### src/rtl/rlc_game_system_cpu_oci_dct_packer.sv
`default_nettype none
// ============================================================================
// Module   : rlc_game_system_cpu_oci_dct_packer
// Purpose  : Packs 2-bit direct-branch trace atoms into 15-atom packets and
//            hands closed packets to a one-entry valid/ready output register.
//            Packets that find the register occupied are dropped, never
//            stalled, and the loss is reported through overflow/pkt_lost.
// Revision : 1.0 - initial release
// ============================================================================
module rlc_game_system_cpu_oci_dct_packer #(
   parameter int ATOM_W = 2,
   parameter int DEPTH  = 15
) (
   input  logic                          clk,
   input  logic                          reset,
   input  logic                          atom_valid,
   input  logic [ATOM_W-1:0]             atom,
   input  logic                          flush,
   output logic [ATOM_W*DEPTH-1:0]       dct_buffer,
   output logic [$clog2(DEPTH+1)-1:0]    dct_count,
   output logic                          pkt_valid,
   output logic [ATOM_W*DEPTH-1:0]       pkt_data,
   output logic [$clog2(DEPTH+1)-1:0]    pkt_count,
   output logic                          pkt_lost,
   input  logic                          pkt_ready,
   output logic                          overflow,
   input  logic                          overflow_clr
);

   localparam int c_BUF_W = ATOM_W * DEPTH;
   localparam int c_CNT_W = $clog2(DEPTH + 1);

   logic [c_BUF_W-1:0] r_buf;
   logic [c_CNT_W-1:0] r_cnt;
   logic               r_pkt_valid;
   logic [c_BUF_W-1:0] r_pkt_data;
   logic [c_CNT_W-1:0] r_pkt_count;
   logic               r_pkt_lost;
   logic               r_lost;
   logic               r_overflow;

   logic [c_BUF_W-1:0] w_ins_buf;
   logic [c_CNT_W-1:0] w_ins_cnt;
   logic               w_close;
   logic               w_out_free;
   logic               w_drop;

   // Post-insert view of the accumulator and the packet close / drop decision.
   // Bits above the count are always zero, so OR-ing the shifted atom in is
   // equivalent to writing the slot.
   always_comb begin
      w_ins_buf = r_buf;
      w_ins_cnt = r_cnt;
      if (atom_valid) begin
         w_ins_buf = r_buf | (c_BUF_W'(atom) << (ATOM_W * int'(r_cnt)));
         w_ins_cnt = r_cnt + c_CNT_W'(1);
      end
      w_close    = (atom_valid && (w_ins_cnt == c_CNT_W'(DEPTH))) ||
                   (flush && (w_ins_cnt != '0));
      w_out_free = !r_pkt_valid || pkt_ready;
      w_drop     = w_close && !w_out_free;
   end

   // Accumulator: insert atoms, clear on every close (delivered or dropped).
   always_ff @(posedge clk or posedge reset) begin
      if (reset) begin
         r_buf <= '0;
         r_cnt <= '0;
      end else if (w_close) begin
         r_buf <= '0;
         r_cnt <= '0;
      end else begin
         r_buf <= w_ins_buf;
         r_cnt <= w_ins_cnt;
      end
   end

   // Output register: load when free, hold while stalled, remember drops.
   always_ff @(posedge clk or posedge reset) begin
      if (reset) begin
         r_pkt_valid <= 1'b0;
         r_pkt_data  <= '0;
         r_pkt_count <= '0;
         r_pkt_lost  <= 1'b0;
         r_lost      <= 1'b0;
      end else if (w_out_free) begin
         if (w_close) begin
            r_pkt_valid <= 1'b1;
            r_pkt_data  <= w_ins_buf;
            r_pkt_count <= w_ins_cnt;
            r_pkt_lost  <= r_lost;
            r_lost      <= 1'b0;
         end else begin
            r_pkt_valid <= 1'b0;
         end
      end else if (w_drop) begin
         r_lost <= 1'b1;
      end
   end

   // Sticky overflow flag; a drop in the same cycle beats the clear.
   always_ff @(posedge clk or posedge reset) begin
      if (reset) begin
         r_overflow <= 1'b0;
      end else if (w_drop) begin
         r_overflow <= 1'b1;
      end else if (overflow_clr) begin
         r_overflow <= 1'b0;
      end
   end

   assign dct_buffer = r_buf;
   assign dct_count  = r_cnt;
   assign pkt_valid  = r_pkt_valid;
   assign pkt_data   = r_pkt_data;
   assign pkt_count  = r_pkt_count;
   assign pkt_lost   = r_pkt_lost;
   assign overflow   = r_overflow;

endmodule
`default_nettype wire

### config.mk
export PLATFORM = sky130hd
export DESIGN_NAME = rlc_game_system_cpu_oci_dct_packer
export DESIGN_NICKNAME = d
export VERILOG_FILES = /design/src/rtl/rlc_game_system_cpu_oci_dct_packer.sv
export SDC_FILE = /design/constraint.sdc
export NUM_CORES = 1
export LEC_CHECK = 0
export ABC_AREA = 0
export ABC_CLOCK_PERIOD_IN_PS = 2100
export BUFFER_PORTS_ARGS = -buffer_cell sky130_fd_sc_hd__buf_4
export CAP_MARGIN = 0
export CORE_AREA = 8 8 92 94
export DETAILED_ROUTE_END_ITERATION = 16
export DIE_AREA = 0 0 100 102
export MAX_ROUTING_LAYER = met4
export PLACE_DENSITY = 0.7
export SLEW_MARGIN = 20
export SYNTH_ARGS = -nofsm -noshare
export SYNTH_HDL_FRONTEND = slang
export SYNTH_SLANG_ARGS = --single-unit
### constraint.sdc
create_clock -name clk -period 2.1 [get_ports clk]
set_input_delay 0.21 -clock clk [delete_from_list [all_inputs] [get_ports clk]]
set_output_delay 0.21 -clock clk [all_outputs]
set_load 0.01 [all_outputs]
==> impl_metrics.tcl, run 1 <==
set metrics [dict create \
    p_per_area_mw_per_mm2 1130 \
    fin_area_sq_mm 0.00415 \
    rows 31 \
    cp.required_ns 2.32 \
    dp_slack_ns -0.00278 \
    synth-main-ff-cell "dfrtp_1" \
    finalCriticalPeriod_ns 2.06 \
    grt_setup_unrepaired "yes" \
    nFillCells 621 \
    netlist_area_sq_mm 0.00303 \
    async_flop_share_pct 100 \
    tightest_slew_ns 0.811 \
    cp-start-kind "register" \
    avgRoutedWirePerCell_um 16.6 \
    grtUsageTotal_pct 15.3 \
    ys_ff_latch 72 \
    core_sq_mm 0.00706 \
    num_antenna_cells 0 \
    gp_congestion 0.783 \
    seq_area_frac_synth_pct 59.4 \
    path_cells "buf_6 > or4_4 > o311ai_4 > a31oi_4 > bufbuf_16 > mux2_4" \
    dr.pass1.iters 4 \
    finalMaxSlewViolations 0 \
    p_leak_uw 0.00226 \
    die_h_um 102 \
    hold_violations 0 \
    critPathMaxStageDelay_ns 0.51 \
    postPlaceCellArea_sq_mm 0.00381 \
    worstSetupEndpointType "register" \
    overflow 0 \
    drtIter0Drc 101 \
    worstPathArrival_ns 2.28 \
    yosysWarningCount 0 \
    cts_inserted_buffers 9 \
    cap_violations 0 \
    grt_pass1_wl_um 11700 \
    min_path_type "in -> reg" \
    crit_fanout 9 \
    dpl.hpwl_um 5220 \
    finalSetupViolations 0 \
    start_util_pct 43.0 \
    clk_latency_ns 0.34 \
    final_cell_mix "buf_4 (94), dfrtp_1 (70), nor2_1 (22), nor2b_1 (21)" \
    dieArea_sq_mm 0.0102 \
    routed_wl_um 7390 \
    fin_ws_ns 0.0379 \
    cp_slowest_cell "or4_4" \
    cts_tree "done" \
    max_freq_ghz 0.485 \
    drc 0 \
    syn_nets 249 \
    layout_commonest_cell "buf_4" \
    synth_edf_count 0 \
    pin_count 79 \
    nNetsFinal 349 \
    finClkSkew_ns 0.00850 \
    synth_cells 240 \
    critPathKind "reg -> reg" \
    dp.cells 419 \
    ant_nets 0 \
    grt_max_degree 43 \
    drive_gt1_share_pct 42.0 \
    tns_ns 0 \
    io_buffers 78 \
    ys_types 29 \
    die_x_um 100 \
    final_cell_count_no_fill 444 \
    syn2layout_area_growth_pct 36.8 \
    dr_total_vias 2094 \
    clkTransAtPathRegs_ns 0.07 \
    peakVddDrop_uv 501 \
    outcome "finished, final reports clean" \
    min_period_over_period_pct 98.2 \
    cts_buffer_depth 2 \
    syn-mean-instance-area_sq_um 12.6 \
    slew_headroom_pct 45.8 \
    grt_pass1_vias 2230 \
    vias_per_cell 4.72 \
    grt_antenna_before_repair 0 \
    root_buffer "clkbuf_8" \
    htree_levels 3 \
    clock_sinks 72 \
]
==> layer usage <==
layer	vias up	share of wire, %	global-route usage (%)
met5	-	0	-
met4	0	0.80	6.16
met3	6	5.0	4.09
met2	59	50	24.5
met1	1038	45	17.9
li1	991	-	-
==> worst paths after layout <==
| path | endpoint | slack, ns | from | cells past startpoint |
|---|---|---|---|---|
| setup / recovery | pkt_data[21] | 0.04 | dct_count[0] | 6 |
| hold / removal | overflow | 0.19 | overflow_clr | 3 |
| setup reg to reg | pkt_data[21] | 0.04 | dct_count[0] | 6 |
| hold reg to reg | pkt_data[26] | 0.52 | pkt_data[26] | 1 |
| max in group asynchronous | dct_count[1] | 0.89 | reset | 4 |
| min in group asynchronous | pkt_data[3] | 0.53 | reset | 3 |
==> registers in the layout, indices dropped and copies added (netlist names) <==
signal and count:
dct_buffer 30, dct_count 4, overflow 1, pkt_count 4, pkt_data 30, pkt_lost 1
pkt_valid 1, r_lost 1
==> cells by family (layout without fill, tap and decap cells) <==
logic type | Yosys count | after routing | share of synthesized area, %
multiplexers | 38 | 38 | 15.0
AND/OR/NAND/NOR | 61 | 61 | 10.8
buffers and inverters | 31 | 136 | 5.03
AO/OA/AOI/OAI | 33 | 33 | 8.21
flip-flops | 72 | 72 | 59.4
adder cells (fa/ha/maj) | 1 | 1 | 0.412
XOR/XNOR | 4 | 4 | 1.16
==> repair_timing <==
item / CTS / global route
buffers inserted: 4 / 3
endpoints found under the hold margin: 30 / 0
resized for setup: 0 / 5
pin swaps: 3 / 3
hold buffers: 1 / 0
gates cloned: 1 / 0
setup endpoints to repair: 5 / 34
==> final cells by class <==
| class | instances | area (sq um) | area share, % |
|---|---|---|---|
| clock buffers | 11 | 141 | 3.41 |
| multi-input cells | 137 | 1100 | 26.5 |
| inverters | 19 | 71.3 | 1.72 |
| well taps | 99 | 124 | 2.98 |
| repair buffers | 101 | 831 | 20.0 |
| flip-flops and latches | 72 | 1800 | 43.5 |
| clock inverters | 5 | 80.1 | 1.93 |
==> power breakdown <==
group / internal, uW / leakage, uW / switching [uW] / total (uW)
Clock: 700 / 0.000106 / 493 / 1190
Sequential: 1610 / 0.000983 / 143 / 1760
Combinational: 863 / 0.00117 / 887 / 1750
==> worst max-delay path: cells and delay by family, from the launching register on <==
family	cells	cell delay, ns
compound gates	2	0.26
flops	1	0.44
mux	1	0.29
buf+inv	2	0.44
simple gates	1	0.51
==> metrics by stage <==
step                      hold WS, ns  total power, uW  util, %
after detailed placement        0.354             3380     54.0
after floorplan                 0.388             2700        -
after global placement          0.343             3360     54.0
final                           0.193             4700     58.8
after global routing            0.192             4970     58.8
after CTS                       0.174             4680     58.2
==> synth_stat cells, drive strengths merged (2+ instances only) <==
cell type   n  area share, %
dfrtp      72             59
nor2       22            2.7
nor2b      21            4.3
mux2       20            9.0
inv        19            2.4
mux2i      18            5.9
a21o       17            4.2
a21oi      13            2.1
buf        10            2.4
nand2       6           0.74
nor3b       4           0.99
clkbuf      2           0.25
nand2b      2           0.41
xnor2       2           0.58
xor2        2           0.58
No activity file was read; power rests on OpenSTA's default activity.
==> run 2, diff against run 1 <==
Settings changed: MAX_ROUTING_LAYER met4 to not set.
==> run 2 against run 1 <==
  * Routed wire length up 0.20%
  * Register-to-register slack about the same
  * Setup slack hardly changed
  * Critical path type unchanged
==> impl_metrics.tcl, run 2 (synthesis results as in run 1) <==
set metrics [dict create \
    gp_congestion 0.772 \
    peakVddDrop_uv 502 \
    nFillCells 621 \
    syn2layout_area_growth_pct 36.8 \
    ant_nets 0 \
    cap_violations 0 \
    crit_end "pkt_data[21]" \
    pin_count 79 \
    max_freq_ghz 0.485 \
    root_buffer "clkbuf_8" \
    layout_commonest_cell "buf_4" \
    grt_pass1_wl_um 11700 \
    cp.required_ns 2.32 \
    dp_slack_ns -0.00278 \
    internal_power_uw 3180 \
    drc 0 \
    drive_gt1_share_pct 42.0 \
    final_cell_count_no_fill 444 \
    holdWs_ns 0.195 \
    p_per_area_mw_per_mm2 1130 \
    min_path_type "in -> reg" \
    critPathKind "reg -> reg" \
    routed_wl_um 7400 \
    r2r-start "dct_count[0]" \
    start_util_pct 43.0 \
    drtIter0Drc 94 \
    p_seq_share_pct 37.4 \
    clk_latency_ns 0.33 \
    finClkSkew_ns 0.0102 \
    switchingPower_uw 1520 \
    p_leak_uw 0.00226 \
    crit_path_start "dct_count[0]" \
    rows 31 \
    dieArea_sq_mm 0.0102 \
    clkTransAtPathRegs_ns 0.07 \
    crit_fanout 9 \
    overflow 0 \
    outcome "finished, final reports clean" \
    fin_ws_ns 0.0382 \
    pwr-share-comb_pct 37.3 \
    finalCriticalPeriod_ns 2.06 \
    rrSetupSlack_ns 0.04 \
    cp-start-kind "register" \
    grt_setup_unrepaired "yes" \
    final_cell_mix "buf_4 (94), dfrtp_1 (70), nor2_1 (22), nor2b_1 (21)" \
    cts_tree "done" \
    cts_inserted_buffers 9 \
    tightest_slew_ns 0.803 \
    slew_headroom_pct 46.3 \
    vias_per_cell 4.71 \
    finalMaxSlewViolations 0 \
    num_antenna_cells 0 \
    grt_antenna_before_repair 0 \
    min_period_over_period_pct 98.2 \
    io_buffers 78 \
    finalSetupViolations 0 \
    sw_frac_of_total_pct 32.4 \
    core_sq_mm 0.00706 \
    reg2regPathDepth 6 \
    reg2reg_to "pkt_data[21]" \
    pwr-share-clk_pct 25.4 \
    grt_pass1_vias 2232 \
    nNetsFinal 349 \
    htree_levels 3 \
    worstSetupEndpointType "register" \
    dr_total_vias 2090 \
    dpl.hpwl_um 5220 \
    postPlaceCellArea_sq_mm 0.00381 \
    fin_area_sq_mm 0.00415 \
    clock_sinks 72 \
    die_x_um 100 \
    hold_violations 0 \
    dp.cells 419 \
    avgRoutedWirePerCell_um 16.7 \
    grtUsageTotal_pct 14.8 \
    dr.pass1.iters 4 \
    grt_max_degree 43 \
    die_h_um 102 \
    worstPathArrival_ns 2.28 \
    cts_buffer_depth 2 \
]
run 2: cell counts in the layout (fill, tap and decap cells not counted):
Identical to the previous run, type by type.
run 2: worst min-delay path by stage:
stage	start	end	slack [ns]	depth (start not counted)
6_report	overflow_clr	overflow	0.20	3
5_1_grt	overflow_clr	overflow	0.20	3
4_1_cts	overflow_clr	overflow	0.17	3
3_5_place_dp	reset	pkt_data[3]	0.35	2
3_3_place_gp	reset	dct_buffer[3]	0.34	2
2_1_floorplan	overflow_clr	overflow	0.39	2
run 2: metrics by stage:
| step | TNS, ns | total power, uW | utilization (%) |
|---|---|---|---|
| floorplan | 0 | 2700 | - |
| global placement | 0 | 3360 | 54.0 |
| detailed placement | -0.00278 | 3380 | 54.0 |
| CTS | 0 | 4680 | 58.2 |
| global route | -0.330 | 4970 | 58.8 |
| finish | 0 | 4700 | 58.8 |
run 2: final cells by class:
class                   instances  area (sq um)  area share [%]
multi-input cells             137          1100            26.5
well taps                      99           124            2.98
flip-flops and latches         72          1800            43.5
inverters                      19          71.3            1.72
clock inverters                 5          80.1            1.93
repair buffers                101           831            20.0
clock buffers                  11           141            3.41
run 2: power by group through the flow:
| stage | Sequential (uW) | Clock, uW | Combinational, uW |
|---|---|---|---|
| floorplan | 1860 | 0 | 837 |
| global placement | 1760 | 0 | 1590 |
| detailed placement | 1770 | 0 | 1600 |
| CTS | 1740 | 1220 | 1720 |
| global route | 1790 | 1290 | 1890 |
| finish | 1760 | 1190 | 1750 |
run 2: per-layer routing:
metal  wire length (um)  GRT usage [%]
met3                414           4.50
met1               3210           17.5
met4                 42           6.16
met2               3730           24.5
met5                  0              0
run 2: what timing repair did:
item,4_1_cts,5_1_grt
hold buffers,1,0
pin swaps,3,3
setup endpoints to repair,5,34
cloned,1,0
hold endpoints to repair,30,0
buffers inserted,4,3
resized for setup,0,5
run 2: worst max-delay path, cell delays in order, from the launching register on:
cell and delay (ns):
dfrtp_2 0.44, buf_6 0.13, or4_4 0.51, o311ai_4 0.10
a31oi_4 0.16, bufbuf_16 0.31, mux2_4 0.29
